===== src/rtl/sr_ff_pkg.sv =====
// Shared types and constants for the s/r flip-flop exerciser.
// The vector encoding is {s,r}; the exerciser walks VEC_FIRST..VEC_LAST each round.
package sr_ff_pkg;

    typedef enum logic [1:0] {
        ST_IDLE  = 2'd0,
        ST_WAIT  = 2'd1,
        ST_CHECK = 2'd2,
        ST_DONE  = 2'd3
    } state_e;

    typedef logic [1:0] vec_t;

    localparam vec_t VEC_FIRST = 2'b00;
    localparam vec_t VEC_LAST  = 2'b11;

    // The DUT must echo the stimulus: q follows s, qi follows r.
    function automatic logic vec_mismatch(input vec_t vec, input logic q, input logic qi);
        return (q != vec[1]) || (qi != vec[0]);
    endfunction

endpackage


===== src/rtl/sr_ff_exerciser_vecgen.sv =====
// Vector index and round counter for the exerciser.
// vec_o is a register output, so s/r driven from it are glitch-free.
module sr_vector_gen
    import sr_ff_pkg::*;
#(
    parameter int ROUNDS = 4
) (
    input  logic clk,
    input  logic rst_n,
    input  logic clear_i,
    input  logic advance_i,
    output vec_t vec_o,
    output logic last_o
);

    vec_t       idx_q, idx_d;
    logic [7:0] round_q, round_d;

    always_ff @(posedge clk or negedge rst_n) begin
        if (!rst_n) begin
            idx_q   <= VEC_FIRST;
            round_q <= 8'd0;
        end else begin
            idx_q   <= idx_d;
            round_q <= round_d;
        end
    end

    // Advancing past the last vector of the last round wraps to 00, which
    // leaves s=r=0 for DONE/IDLE.
    always_comb begin
        idx_d   = idx_q;
        round_d = round_q;
        if (clear_i) begin
            idx_d   = VEC_FIRST;
            round_d = 8'd0;
        end else if (advance_i) begin
            if (idx_q == VEC_LAST) begin
                idx_d   = VEC_FIRST;
                round_d = round_q + 8'd1;
            end else begin
                idx_d = idx_q + 2'd1;
            end
        end
    end

    assign vec_o  = idx_q;
    assign last_o = (idx_q == VEC_LAST) && (round_q == 8'(ROUNDS - 1));

endmodule


===== src/rtl/sr_ff_exerciser.sv =====
// Stimulus/check engine for an s/r flip-flop pair: drives every {s,r} vector
// for ROUNDS passes, compares q/qi LATENCY+1 cycles after each change.
module sr_ff_exerciser
    import sr_ff_pkg::*;
#(
    parameter int LATENCY = 1,
    parameter int ROUNDS  = 4,
    parameter int CNT_W   = 8
) (
    input  logic             clk,
    input  logic             rst_n,
    input  logic             start_i,
    output logic             s_o,
    output logic             r_o,
    input  logic             q_i,
    input  logic             qi_i,
    output logic             busy_o,
    output logic             done_o,
    output logic             pass_o,
    output logic [CNT_W-1:0] err_count_o,
    output logic [1:0]       first_err_vec_o,
    output logic [1:0]       state_o
);

    localparam logic [3:0]       LAT_END = 4'(LATENCY - 1);
    localparam logic [CNT_W-1:0] ERR_MAX = '1;

    state_e           state_q, state_d;
    logic [3:0]       lat_q, lat_d;
    logic [CNT_W-1:0] err_q, err_d;
    vec_t             first_q, first_d;
    logic             pass_q, pass_d;

    vec_t vec;
    logic last;
    logic clear;
    logic advance;
    logic mismatch;

    assign clear    = (state_q == ST_IDLE) && start_i;
    assign advance  = (state_q == ST_CHECK);
    assign mismatch = vec_mismatch(vec, q_i, qi_i);

    sr_vector_gen #(
        .ROUNDS(ROUNDS)
    ) u_vecgen (
        .clk      (clk),
        .rst_n    (rst_n),
        .clear_i  (clear),
        .advance_i(advance),
        .vec_o    (vec),
        .last_o   (last)
    );

    always_ff @(posedge clk or negedge rst_n) begin
        if (!rst_n) begin
            state_q <= ST_IDLE;
            lat_q   <= 4'd0;
            err_q   <= '0;
            first_q <= VEC_FIRST;
            pass_q  <= 1'b0;
        end else begin
            state_q <= state_d;
            lat_q   <= lat_d;
            err_q   <= err_d;
            first_q <= first_d;
            pass_q  <= pass_d;
        end
    end

    // WAIT spans LATENCY cycles and CHECK one more, so each vector is held
    // LATENCY+1 cycles and the compare lands on the edge leaving CHECK.
    always_comb begin
        state_d = state_q;
        unique case (state_q)
            ST_IDLE:  if (start_i) state_d = ST_WAIT;
            ST_WAIT:  if (lat_q == LAT_END) state_d = ST_CHECK;
            ST_CHECK: state_d = last ? ST_DONE : ST_WAIT;
            ST_DONE:  state_d = ST_IDLE;
            default:  state_d = ST_IDLE;
        endcase
    end

    always_comb begin
        lat_d   = (state_q == ST_WAIT) ? lat_q + 4'd1 : 4'd0;
        err_d   = err_q;
        first_d = first_q;
        pass_d  = pass_q;
        if (clear) begin
            err_d   = '0;
            first_d = VEC_FIRST;
            pass_d  = 1'b0;
        end else if (state_q == ST_CHECK) begin
            if (mismatch) begin
                if (err_q == '0) first_d = vec;
                if (err_q != ERR_MAX) err_d = err_q + 1'b1;
            end
            if (last) pass_d = (err_d == '0);
        end
    end

    always_comb begin
        busy_o = (state_q == ST_WAIT) || (state_q == ST_CHECK);
        done_o = (state_q == ST_DONE);
    end

    assign s_o             = vec[1];
    assign r_o             = vec[0];
    assign pass_o          = pass_q;
    assign err_count_o     = err_q;
    assign first_err_vec_o = first_q;
    assign state_o         = state_q;

endmodule

===== config.mk =====
export PLATFORM = sky130hd
export DESIGN_NAME = sr_ff_exerciser
export DESIGN_NICKNAME = d
export VERILOG_FILES = /design/src/rtl/sr_ff_pkg.sv /design/src/rtl/sr_ff_exerciser_vecgen.sv /design/src/rtl/sr_ff_exerciser.sv
export SDC_FILE = /design/constraint.sdc
export NUM_CORES = 1
export LEC_CHECK = 0
export BUFFER_PORTS_ARGS = -buffer_cell sky130_fd_sc_hd__buf_2
export CAP_MARGIN = 10
export CORE_MARGIN = 2
export CORE_UTILIZATION = 39
export CTS_BUF_LIST = sky130_fd_sc_hd__clkbuf_8
export DETAILED_ROUTE_END_ITERATION = 16
export GPL_ROUTABILITY_DRIVEN = 0
export HOLD_SLACK_MARGIN = 0.08
export PLACE_DENSITY = 0.68
export SLEW_MARGIN = 20
export SYNTH_ARGS = -nofsm -noshare
export SYNTH_HDL_FRONTEND = slang
export SYNTH_SLANG_ARGS = --single-unit

===== constraint.sdc =====
create_clock -name clk -period 2.8 [get_ports clk]
set_input_delay 0.14 -clock clk [delete_from_list [all_inputs] [get_ports clk]]
set_output_delay 0.14 -clock clk [all_outputs]
set_load 0.02 [all_outputs]

# Yosys cells after proc, flatten, opt, wreduce, memory -nomap -nowiden
# Index checks and enable logic that the tools add are counted.
[op_classes] n_addsub=4 mul=0 div=0 order_cmp=0 n_eq_ne=10 n_shift=0 n_mux=24 n_bitwise=0 n_reduce_logical=17
[ops] operator="8-bit two-way mux" count=9
[ops] operator="2-bit two-way mux" count=10
[ops] operator="8-bit by 1-bit adder with 8-bit output (second input constant)" count=2
[ops] operator="8-bit zero test" count=2
[ops] operator="2-bit nonzero test" count=5
[ops] operator="8-bit by 2-bit == test with 1-bit output (second input constant)" count=1
[ops] operator="8-bit inequality test (second input constant)" count=1
[ops] operator="2-bit case mux with 4 select lines" count=1
[ops] operator="2-bit == test (second input constant)" count=3
[ops] operator="2-bit AND reduction" count=3
[ops] operator="4-bit by 1-bit adder with 4-bit output (second input constant)" count=1
[ops] operator="4-bit zero test" count=1
[ops] operator="4-bit two-way mux" count=1
[ops] operator="2-bit inequality test (second input constant)" count=2
[ops] operator="1-bit two-way mux" count=3
[ops] operator="3-bit AND reduction" count=1
[ops] operator="2-bit by 1-bit adder with 2-bit output (second input constant)" count=1
[ops] operator="2-bit by 1-bit == test with 1-bit output (second input constant)" count=1
[ops] operator="1-bit logical AND" count=2
[ops] operator="2-bit zero test" count=1
[ops] operator="1-bit logical OR" count=2
[ops] operator="1-bit inequality test" count=2
[totals] register_bits=27 latch_bits=0 ramBits=0 romBits=0 inputBits=5 output_inout_bits=17 mem_count=0

# Depth between registers and ports, before layout
# Gate-level depths: netlist of run 1.
[depth] depth_word=9 depth_mapped=7 depth_no_buf=7

# Cells and area by module
# From an unflattened synthesis of run 1, not the netlist that was laid out.
[unflattened] hier_cells=175 hier_area_um2=1664.1
[by_module_without_submodules] module="sr_ff_exerciser" n_inst=1 cells_each=122 area_each_um2=1133.6 seq_area_each_um2=425.4
[by_module_without_submodules] module="sr_vector_gen" n_inst=1 cells_each=53 area_each_um2=530.5 seq_area_each_um2=250.2

# Worst setup path after synthesis of run 1
# Ideal clock, no wire load.
[synth_timing] path_kind="flip-flop to flip-flop" startpoint="register err_q[2] (netlist: err_count_o[2])" endpoint="register pass_q (netlist: pass_o)" arrival_time_ps=1719 required_time_ps=2708 slack_ps=989 stages_incl_launch_ff=6 n_path_buf=1 cell_sequence="dfrtp_1 > clkbuf_2 > nand3_1 > a2111oi_2 > mux2_4 > o31ai_2"
[synth_between] elab_chain_cells=9 elab_cells_between_ends=10 cone_classes="add/sub (1); eq/ne (1); mux (7); reduce/logical (1)"
[synth_lines] element="start: declaration" line_no="sr_ff_exerciser.sv:30" source="logic [CNT_W-1:0] err_q, err_d;"
[synth_lines] element="start signal: assignment" line_no="sr_ff_exerciser.sv:65" source="err_q <= err_d;"
[synth_lines] element="8-bit by 1-bit adder with 8-bit output / 8-bit inequality test (equally long branches)" line_no="sr_ff_exerciser.sv:96" source="if (err_q != ERR_MAX) err_d = err_q + 1'b1;"
[synth_lines] element="8-bit two-way mux" line_no="sr_ff_exerciser.sv:96"
[synth_lines] element="8-bit two-way mux (*)" line_no="sr_ff_exerciser.sv:94" source="if (mismatch) begin"
[synth_lines] element="8-bit two-way mux (*)" line_no="sr_ff_exerciser.sv:93" source="end else if (state_q == ST_CHECK) begin"
[synth_lines] element="8-bit two-way mux (*)" line_no="sr_ff_exerciser.sv:89" source="if (clear) begin"
[synth_lines] element="8-bit zero test (*)" line_no="sr_ff_exerciser.sv:98" source="if (last) pass_d = (err_d == '0);"
[synth_lines] element="1-bit two-way mux (*)" line_no="sr_ff_exerciser.sv:98"
[synth_lines] element="1-bit two-way mux (*)" line_no="sr_ff_exerciser.sv:93"
[synth_lines] element="1-bit two-way mux (*)" line_no="sr_ff_exerciser.sv:89"
[synth_lines] element="end signal: assignment" line_no="sr_ff_exerciser.sv:67" source="pass_q <= pass_d;"
[synth_lines] element="end: declaration" line_no="sr_ff_exerciser.sv:32" source="logic pass_q, pass_d;"
# Every way passes the cells marked *; elsewhere a longest branch is shown, timed or not. The select of a mux whose other input is x is not followed.
# A chain may end at the register's enable or synchronous reset.

# Worst setup path in the final report of run 1
[layout_timing] startpoint="register state_q[0] (netlist: state_o[0])" endpoint="register u_vecgen.round_q[7]"
[layout_between] elab_chain_cells=4 elab_cells_between_ends=7 cone_classes="eq/ne (1); mux (1); reduce/logical (5)"
[layout_lines] element="start: declaration" line_no="sr_ff_exerciser.sv:28" source="state_e state_q, state_d;"
[layout_lines] element="start signal: assignment" line_no="sr_ff_exerciser.sv:63" source="state_q <= state_d;"
[layout_lines] element="2-bit zero test" line_no="sr_ff_exerciser.sv:40" source="assign clear = (state_q == ST_IDLE) && start_i;"
[layout_lines] element="1-bit logical AND" line_no="sr_ff_exerciser.sv:40"
[layout_lines] element="2-bit nonzero test (no source line)"
[layout_lines] element="2-bit AND reduction (no source line)"
[layout_lines] element="end signal: assignment" line_no="sr_ff_exerciser_vecgen.sv:25" source="round_q <= round_d;"
[layout_lines] element="end: declaration" line_no="sr_ff_exerciser_vecgen.sv:17" source="logic [7:0] round_q, round_d;"
# Parallel ways exist; a longest one is shown, timed or not.

==> results of run 1 <==
-- report_power, final --
| group | switching (W) | internal (W) | total [W] | leakage, nW |
|---|---|---|---|---|
| sequential | 0.0000992 | 0.000465 | 0.000564 | 0.367 |
| combinational | 0.000393 | 0.000240 | 0.000633 | 0.509 |
| clock | 0.000123 | 0.0000985 | 0.000221 | 0.0269 |
| total | 0.000615 | 0.000803 | 0.00142 | 0.902 |
-- worst max-delay path, cell delays in order (launching register included) --
cell     delay (ns)
dfrtp_1        0.43
inv_1          0.13
ha_1           0.32
buf_4          0.21
nand2_1        0.11
a21oi_1        0.29
nand3_1        0.14
xor2_1         0.14
nor2_1         0.05
-- cells in the mapped netlist, drive strengths merged --
cell     number  share of area, %
nor4b         1              0.54
nand2         8               1.8
a21oi         8               2.5
and3          5               1.9
ha           11               8.5
nand2b        1              0.38
inv           9               2.1
xnor2         7               4.7
a41o          1              0.62
nor2         23               5.3
xor2          7               3.8
nor2b         2              0.77
o2111ai       1              0.54
nor3          3              0.92
nand3        13               4.0
clkbuf        4               1.6
dfrtp        27                42
o221ai        1              0.54
nor4          1              0.38
and2          4               1.5
a32o          2               1.2
a211oi        4               2.5
or2           1              0.38
a2111oi       2               1.5
a31oi         1              0.38
mux2i         8               4.9
buf           2               1.0
o31ai         1              0.77
nand4         4               1.9
o21ai         2              0.62
mux2          1              0.92
-- stage by stage --
stage,setup WS (ns),area [um2],util (%)
6_report,0.8625,1822,45.54
5_1_grt,0.6160,1822,45.54
4_1_cts,0.8392,1822,45.54
3_5_place_dp,0.8462,1767,44.17
3_3_place_gp,0.8653,1767,44.17
2_1_floorplan,0.9893,1627,-
-- sequential cells by signal, indices dropped and copies added, names as in the netlist --
register,cells
err_count_o,8
first_err_vec_o,2
lat_q,4
pass_o,1
state_o,2
u_vecgen.round_q,8
u_vecgen.vec_o,2
-- layer usage --
metal / vias up / routed length, um
li1: 622 / -
met1: 604 / 1600
met2: 26 / 1354
met3: 7 / 91
met4: 0 / 70
met5: - / 0
-- cells by family after synthesis --
logic type,after synthesis
XOR/XNOR,14
AND/OR/NAND/NOR,66
buffers and inverters,15
AO/OA/AOI/OAI,23
adder cells (fa/ha/maj),11
flip-flops,27
multiplexers,9
-- worst min-delay path by stage --
| stage | to | slack [ns] |
|---|---|---|
| after floorplan | err_count_o[0]$_DFFE_PN0P_ | -0.16 |
| after global placement | err_count_o[3]$_DFFE_PN0P_ | 0.18 |
| after detailed placement | err_count_o[3]$_DFFE_PN0P_ | 0.19 |
| after CTS | pass_o$_DFFE_PN0P_ | 0.26 |
| after global routing | pass_o$_DFFE_PN0P_ | 0.28 |
| final | pass_o$_DFFE_PN0P_ | 0.25 |
-- cell type report --
class / count / area [um2] / area share [%]
repair buffers: 24 / 130.1 / 7.143
flip-flops and latches: 27 / 675.6 / 37.09
multi-input cells: 123 / 874.6 / 48.01
well taps: 50 / 62.56 / 3.434
inverters: 9 / 33.78 / 1.854
clock inverters: 1 / 3.754 / 0.2060
clock buffers: 3 / 41.29 / 2.266
-- layout by cell type, fill, tap and decap left out, drive strengths merged, types with 4 or more instances in the layout --
master,instances
and2,4
ha,11
buf,23
nor2,23
nand4,4
nand2,8
inv,10
a211oi,4
nand3,13
mux2i,8
xnor2,7
and3,5
dfrtp,27
xor2,7
a21oi,8
-- repair_timing --
action | CTS | global route
hold buffers | 1 | 0
hold endpoints to repair | 27 | 0
buffers inserted | 0 | 0
==> results.cfg, run 1 <==
[flow_run]
max_cap_violations = 0

[placement]
placedCellCount = 232
dp.final_hpwl_um = 2298
portBuffers = 21

[synth]
synthesis.instances = 165
synth-warning-count = 0
postSynthAreaPerCell_um2 = 9.858
synth.yosys.seq_area_share_pct = 41.54
synth_area_um2 = 1627
synth_cell_types = 38
ys_ff_latch = 27
synthMuxAreaShare_pct = 5.846
synth-compound-area-share_pct = 11.08
dominant_combinational_cell_family_by_area_after_synthesis = simple AND/OR/NAND/NOR gates
mappedNetlistNets = 181
synth-adder-area-share_pct = 8.462
synth-simple-area-share_pct = 19.92
post_synth_xor_area_fraction_pct = 8.462

[route]
drt-vias-per-instance = 5.312
dr.first_iter.drc_count = 143
vias = 1259
routed_wl_um = 3117
detail-route-antenna-nets = 0
wl_per_cell_um = 13.15
dr.pass1.iters = 5
drt_drc_violations_left = 0

[cts]
cts_max_path_buffers = 2
clock_sink_count = 27
cts_inserted_buffers = 3
worst_skew_pair.late_latency_ns = 0.27
clkSlewWorstSetupHoldPaths_ns = 0.09
clock_tree.root_cell = clkbuf_8
tritoncts = done
cts_repair_resize_count = 0
maximum_level_of_the_cts_h_tree = 1

[worst_setup_path]
timing.critical_path.to = u_vecgen.round_q[7]$_DFFE_PN0P_
cp-start-kind = flop
setup.reg_to_reg.worst_slack_ns = 0.86
cp_data_required_time_ns = 2.95
worst_r2r_path_depth = 8
cp_max_fo = 9
worst-setup-path-type = reg -> reg
worst_ep_arrival_time_ns = 2.08
r2r-start = state_o[0]$_DFFE_PN0P_
critical_path.startpoint = state_o[0]$_DFFE_PN0P_
r2r-end = u_vecgen.round_q[7]$_DFFE_PN0P_
end_kind = flop

[status]
result_of_the_run = completed

[timing]
achievable-frequency_ghz = 0.5161
hold_viol = 0
slew_headroom_pct = 59.21
grt_setup_unrepaired = no
worst_pin_slew_ns = 0.6118
report.final.slew_viol_count = 0
final_cycle_share_pct = 69.20
final.setup.tns_ns = 0
finalClockSkew_ns = 0.003302
endpoints_failing_setup = 0
final.hold.worst_slack_ns = 0.2514
post-route-min-period_ns = 1.938

[layout]
num_antenna_cells = 0
layout-drive-gt1-share_pct = 18.18
post_layout_nonfiller_instances = 237
finalNetCount = 204
fill_cells = 384
syn_to_final_growth_pct = 12.00

[floorplan]
io_pins = 22
floorplan.initialDensity_pct = 40.66
die_area_um2 = 4703
die_h_um = 68.58
fp-row-count = 23
die_width_um = 68.58
placeableCoreArea_um2 = 4000

[min_path]
min_from = start_i
hold_path_depth = 4
holdCritPathClass = in -> reg

[grt]
grt_util_met3_pct = 1.461
grt_use_met2_pct = 20.79
grt_max_degree = 28
grt_antenna_before_repair = 0
wire_length_of_the_first_global_routing_pass_um = 5050
grt_pass1_vias = 1050
groute.usage.overall_pct = 14.36
global_route.usage.met1_pct = 21.44
gr_ovfl_total = 0
grt.busiest_layer = met1

[pwr]
p_per_area_nw_per_um2 = 778.5
power.ir.vdd_worst_mv = 0.3813
power.static_leakage_nw = 0.9024
totalPowerFinal_w = 0.001418
Power figures use the tool's default switching activity.
==> run 2: changes to the inputs <==
--- a/config.mk
+++ b/config.mk
@@ -5,6 +5,7 @@
 export SDC_FILE = /design/constraint.sdc
 export NUM_CORES = 1
 export LEC_CHECK = 0
+export ABC_AREA = 1
 export BUFFER_PORTS_ARGS = -buffer_cell sky130_fd_sc_hd__buf_2
 export CAP_MARGIN = 10
 export CORE_MARGIN = 2
==> constraint.sdc (replaced) <==
create_clock -name clk -period 1.85 [get_ports clk]
set_input_delay 0.0925 -clock clk [delete_from_list [all_inputs] [get_ports clk]]
set_output_delay 0.0925 -clock clk [all_outputs]
set_load 0.02 [all_outputs]
==> results.cfg, run 2 <==
[status]
result_of_the_run = completed

[timing]
worst_pin_slew_ns = 0.6004
final.setup.tns_ns = 0
hold_viol = 0
endpoints_failing_setup = 0
final_cycle_share_pct = 88.94
final.hold.worst_slack_ns = 0.1808
slew_headroom_pct = 59.97
post-route-min-period_ns = 1.645
finalClockSkew_ns = 0.001874
achievable-frequency_ghz = 0.6077
grt_setup_unrepaired = no
fin_ws_ns = 0.2045
report.final.slew_viol_count = 0

[cts]
worst_skew_pair.late_latency_ns = 0.27
tritoncts = done
clock_sink_count = 27
clkSlewWorstSetupHoldPaths_ns = 0.09
cts_inserted_buffers = 3
clock_tree.root_cell = clkbuf_8
maximum_level_of_the_cts_h_tree = 1
cts_max_path_buffers = 2

[worst_setup_path]
r2r-end = pass_o$_DFFE_PN0P_
worst_ep_arrival_time_ns = 1.86
timing.critical_path.to = pass_o$_DFFE_PN0P_
worst_r2r_path_depth = 11
cp_max_fo = 7
r2r-start = err_count_o[0]$_DFFE_PN0P_
setup.reg_to_reg.worst_slack_ns = 0.20
end_kind = flop
cp_data_required_time_ns = 2.06
cp-start-kind = flop
worst-setup-path-type = reg -> reg
critical_path.startpoint = err_count_o[0]$_DFFE_PN0P_

[synth]
yosysTopAreaCell = dfrtp_1
synth-edff-count = 0
postSynth.asyncResetShare_pct = 100.0
postSynthAreaPerCell_um2 = 7.802
ys_ff_latch = 27
synth_cell_types = 28
area_fraction_of_the_dominant_cell_type_after_synthesis_pct = 40.85
synth-warning-count = 0
synth_area_um2 = 1654
synthesis.instances = 212
leading_post_synthesis_cells_by_cell_area = dfrtp_1 (41%), nand2_1 (9.3%), ha_1 (8.3%)
synth_common_cells = nand2_1 (41), inv_1 (34), dfrtp_1 (27), nor2_1 (19), nand3_1 (15)
synth.yosys.seq_area_share_pct = 40.85
mappedNetlistNets = 228
synth_top_flop_cell = dfrtp_1
post-synth-top-count-cell = nand2_1

[placement]
dpl-instance-area_um2 = 1821
place_worst_setup_slack_ns = 0.05640
dp.final_hpwl_um = 2528
portBuffers = 21

[pwr]
net_sw_share_pct = 40.68
net-switching-power_w = 0.0007485
cellInternalPower_w = 0.001092
p_per_area_nw_per_um2 = 959.9
power.share.clock_pct = 17.9
sequential_share_of_power_pct = 43.4
power.ir.vdd_worst_mv = 0.3758
power.static_leakage_nw = 1.044
power.combinational.fraction_pct = 38.7

[layout]
finalNetCount = 257
num_antenna_cells = 0
commonest_cells_after_routing_fill_and_taps_aside = nand2_1 (41), inv_1 (34), dfrtp_1 (26)
layout-drive-gt1-share_pct = 21.25
fill_cells = 410
final_area_um2 = 1917
layout_commonest_cell = nand2_1
syn_to_final_growth_pct = 15.89

[grt]
wire_length_of_the_first_global_routing_pass_um = 6016
groute.usage.overall_pct = 15.07
grt_max_degree = 28
grt_pass1_vias = 1381
grt_antenna_before_repair = 0
gr_ovfl_total = 0

[floorplan]
io_pins = 22
placeableCoreArea_um2 = 4029
fp-row-count = 23
die_h_um = 69.13
floorplan.initialDensity_pct = 41.06
die_width_um = 69.13
die_area_um2 = 4778

[route]
wl_per_cell_um = 11.76
vias = 1472
drt_drc_violations_left = 0
routed_wl_um = 3409
detail-route-antenna-nets = 0
dr.first_iter.drc_count = 63
dr.pass1.iters = 4
drt-vias-per-instance = 5.076

[min_path]
holdCritPathClass = in -> reg

[flow_run]
max_cap_violations = 0
==> run 2: cell count changes in the layout (fill, tap and decap cells not counted), moves of 4 or more <==
cell     previous run  this run
nand2_1             8        41
inv_1              10        34
mux2i_1             8         0
o22ai_1             0         8
o21ai_0             2         9
xor2_1              7         1
and3_1              5         1
nand2_2             0         4
nor2_1             23        19
==> run 2: metal layers <==
| metal | up-vias | share of wire, % | global-route usage, % |
|---|---|---|---|
| met5 | - | 0 | 0 |
| met4 | 0 | 1.8 | 5.882 |
| met3 | 5 | 4.5 | 2.339 |
| met2 | 36 | 47 | 23.50 |
| met1 | 693 | 47 | 21.02 |
| li1 | 738 | - | - |
==> run 2: power groups by stage <==
stage	Clock [W]	Sequential [W]	Combinational, W
floorplan	0	0.000890	0.000422
global placement	0	0.000803	0.000697
detailed placement	0	0.000806	0.000706
CTS	0.000345	0.000795	0.000711
global route	0.000370	0.000818	0.000796
finish	0.000329	0.000799	0.000712
==> run 2: logic make-up (layout without fill, tap and decap cells) <==
| family | count (synthesis) | count (layout) | synth area share (%) |
|---|---|---|---|
| xor gates and xnor gates | 4 | 4 | 2.118 |
| DFF | 27 | 27 | 40.85 |
| AOI/OAI and AO/OA | 31 | 31 | 11.27 |
| adders and majority gates | 11 | 11 | 8.321 |
| and+or+nand+nor | 100 | 100 | 27.84 |
| buffers and inverters | 39 | 67 | 9.607 |
==> run 2: cell type report <==
type                       count  area, um2  area share, %
multi-input combinational    146      844.6          44.06
sequential                    27      676.9          35.31
timing repair buffer          27      152.6          7.963
inverter                      36      135.1          7.050
tap                           50      62.56          3.264
clock buffer                   3      41.29          2.154
clock inverter                 1      3.754         0.1958
==> run 2: timing repair <==
action | in CTS | in global routing
buffers inserted | 0 | 2
hold endpoints to repair | 27 | 0
hold buffers | 1 | 0
resized for setup | 0 | 8
endpoints found under the setup margin | 0 | 4
==> run 2: worst min-delay path by stage <==
stage                     startpoint                         endpoint  slack (ns)  depth (start not counted)
final                        start_i  u_vecgen.round_q[4]$_DFFE_PN0P_        0.18                          4
after global routing         start_i  u_vecgen.round_q[4]$_DFFE_PN0P_        0.20                          4
after CTS                    start_i  u_vecgen.round_q[7]$_DFFE_PN0P_        0.20                          4
after detailed placement       rst_n   first_err_vec_o[1]$_DFFE_PN0P_        0.14                          1
after global placement         rst_n   first_err_vec_o[1]$_DFFE_PN0P_        0.14                          1
after floorplan                rst_n       err_count_o[0]$_DFFE_PN0P_       -0.20                          0
==> run 2: worst max-delay path: stages (launching register included) <==
cell,delay [ns]
dfrtp_1,0.43
ha_2,0.25
nand2_1,0.07
nor2_2,0.10
nand2_2,0.11
nand2_1,0.11
nand2_1,0.06
nand2_1,0.08
nand2_1,0.06
nor2_1,0.12
nand2_1,0.09
a21oi_2,0.11
==> run 2: per-stage QoR <==
step | power, W | utilization, % | instances
after floorplan | 0.001312 | - | 212
after global placement | 0.001500 | 45.19 | 283
after detailed placement | 0.001513 | 45.19 | 283
after CTS | 0.001851 | 46.55 | 288
after global routing | 0.001984 | 47.58 | 290
final | 0.001840 | 47.58 | 290
==> run 3: changes to the inputs <==
--- a/config.mk
+++ b/config.mk
@@ -14,7 +14,7 @@
 export DETAILED_ROUTE_END_ITERATION = 16
 export GPL_ROUTABILITY_DRIVEN = 0
 export HOLD_SLACK_MARGIN = 0.08
-export PLACE_DENSITY = 0.68
+export PLACE_DENSITY_LB_ADDON = 0.15
 export SLEW_MARGIN = 20
 export SYNTH_ARGS = -nofsm -noshare
 export SYNTH_HDL_FRONTEND = slang
==> results.cfg, run 3 (synthesized netlist as in run 2, its figures left out) <==
[worst_setup_path]
worst-setup-path-type = reg -> reg
end_kind = flop
cp_max_fo = 7
critPathBufInv = 1
crit_path_top_delay_cell = dfrtp_2
worst_ep_arrival_time_ns = 1.84
crit_family = simple AND/OR/NAND/NOR gates
critical_path.max_stage_delay_ns = 0.45
cp_data_required_time_ns = 2.04
timing.critical_path.cells = inv_1 > ha_1 > nand2_4 > nand2_4 > nand2_1 > nor2_2 > nand2_1 > nor2_1 > a21oi_1 > nor3_1
cp-start-kind = flop

[pwr]
cellInternalPower_w = 0.001092
sequential_share_of_power_pct = 43.5
power.combinational.fraction_pct = 38.6
net_sw_share_pct = 40.20
power.share.clock_pct = 17.9
power.ir.vdd_worst_mv = 0.3073
net-switching-power_w = 0.0007337
power.static_leakage_nw = 1.040
p_per_area_nw_per_um2 = 960.4

[timing]
final.setup.tns_ns = 0
finalClockSkew_ns = 0.002345
worst_pin_slew_ns = 0.5861
slew_headroom_pct = 60.92
report.final.slew_viol_count = 0
endpoints_failing_setup = 0
achievable-frequency_ghz = 0.6069
hold_viol = 0
post-route-min-period_ns = 1.648
final_cycle_share_pct = 89.07
grt_setup_unrepaired = no
fin_ws_ns = 0.2023
final.hold.worst_slack_ns = 0.1877

[flow_run]
max_cap_violations = 0

[floorplan]
floorplan.initialDensity_pct = 41.06
die_width_um = 69.13
die_area_um2 = 4778
placeableCoreArea_um2 = 4029
die_h_um = 69.13
io_pins = 22
fp-row-count = 23

[route]
routed_wl_um = 3309
drt_drc_violations_left = 0
wl_per_cell_um = 11.45
vias = 1438
dr.pass1.iters = 4
dr.first_iter.drc_count = 81
detail-route-antenna-nets = 0
drt-vias-per-instance = 4.976

[grt]
grt_util_met3_pct = 1.901
gr_ovfl_total = 0
grt.busiest_layer = met2
global_route.usage.met1_pct = 19.89
wire_length_of_the_first_global_routing_pass_um = 5899
groute.usage.overall_pct = 14.50
grt_use_met2_pct = 24.25
grt_pass1_vias = 1353
grt_antenna_before_repair = 0
grt_max_degree = 28

[cts]
cts_inserted_buffers = 3
clock_tree.root_cell = clkbuf_8
maximum_level_of_the_cts_h_tree = 1
post-cts-setup-buffer-count = 0
clock_sink_count = 27
cts_max_path_buffers = 2
worst_skew_pair.late_latency_ns = 0.27
clkSlewWorstSetupHoldPaths_ns = 0.09
tritoncts = done

[status]
result_of_the_run = completed

[layout]
fill_cells = 403
syn_to_final_growth_pct = 14.90
layout_commonest_cell = nand2_1
layout-drive-gt1-share_pct = 20.08
finalNetCount = 256
commonest_cells_after_routing_fill_and_taps_aside = nand2_1 (41), inv_1 (33), dfrtp_1 (26)
num_antenna_cells = 0

[placement]
dp.final_hpwl_um = 2507
place_worst_setup_slack_ns = 0.08990
portBuffers = 21

[min_path]
holdCritPathClass = in -> reg
[run 3: cell type report]
type	instances	area (um2)	share of cell area, %
clock buffer	3	41.29	2.172
tap	50	62.56	3.292
clock inverter	1	5.005	0.2633
inverter	36	135.1	7.110
timing repair buffer	26	145.1	7.637
multi-input combinational	146	834.6	43.91
sequential	27	676.9	35.62
[run 3: metal layers]
metal,wire length (um),vias up
met1,1619,662
li1,-,745
met2,1557,26
met3,103,5
met5,0,-
met4,29,0
[run 3: power by group through the flow]
| stage | clock network [W] | logic [W] | registers (W) |
|---|---|---|---|
| 2_1_floorplan | 0 | 0.000422 | 0.000890 |
| 3_3_place_gp | 0 | 0.000704 | 0.000804 |
| 3_5_place_dp | 0 | 0.000707 | 0.000806 |
| 4_1_cts | 0.000344 | 0.000712 | 0.000794 |
| 5_1_grt | 0.000374 | 0.000797 | 0.000814 |
| 6_report | 0.000327 | 0.000705 | 0.000794 |
[run 3: per-stage QoR]
| stage | cell area (um2) | cells | power, W | utilization, % |
|---|---|---|---|---|
| 2_1_floorplan | 1654 | 212 | 0.001312 | - |
| 3_3_place_gp | 1828 | 284 | 0.001508 | 45.37 |
| 3_5_place_dp | 1828 | 284 | 0.001513 | 45.37 |
| 4_1_cts | 1884 | 289 | 0.001850 | 46.77 |
| 5_1_grt | 1901 | 289 | 0.001985 | 47.17 |
| 6_report | 1901 | 289 | 0.001825 | 47.17 |
[run 3: worst reg2reg max path: cells and delay by family (launching register included)]
kind	cells	cell delay (ns)
DFF	1	0.45
buffers and inverters	1	0.10
AOI/OAI and AO/OA	1	0.08
adders and majority gates	1	0.21
and+or+nand+nor	7	0.73
[run 3: path summary, 6_finish.rpt]
check,start,to,slack [ns],cells after the start
setup / recovery,state_o[1]$_DFFE_PN0P_,u_vecgen.round_q[6]$_DFFE_PN0P_,0.20,10
hold / removal,start_i,u_vecgen.round_q[4]$_DFFE_PN0P_,0.19,4
setup reg to reg,state_o[1]$_DFFE_PN0P_,u_vecgen.round_q[6]$_DFFE_PN0P_,0.20,10
hold reg to reg,first_err_vec_o[1]$_DFFE_PN0P_,first_err_vec_o[1]$_DFFE_PN0P_,0.49,2
max in group asynchronous,rst_n,state_o[1]$_DFFE_PN0P_,1.08,2
min in group asynchronous,rst_n,lat_q[1]$_DFF_PN0_,0.36,2
[run 3: repair_timing]
action | CTS | global route
endpoints found under the hold margin | 27 | 0
setup endpoints to repair | 0 | 2
hold buffers | 1 | 0
gates resized for setup | 0 | 5
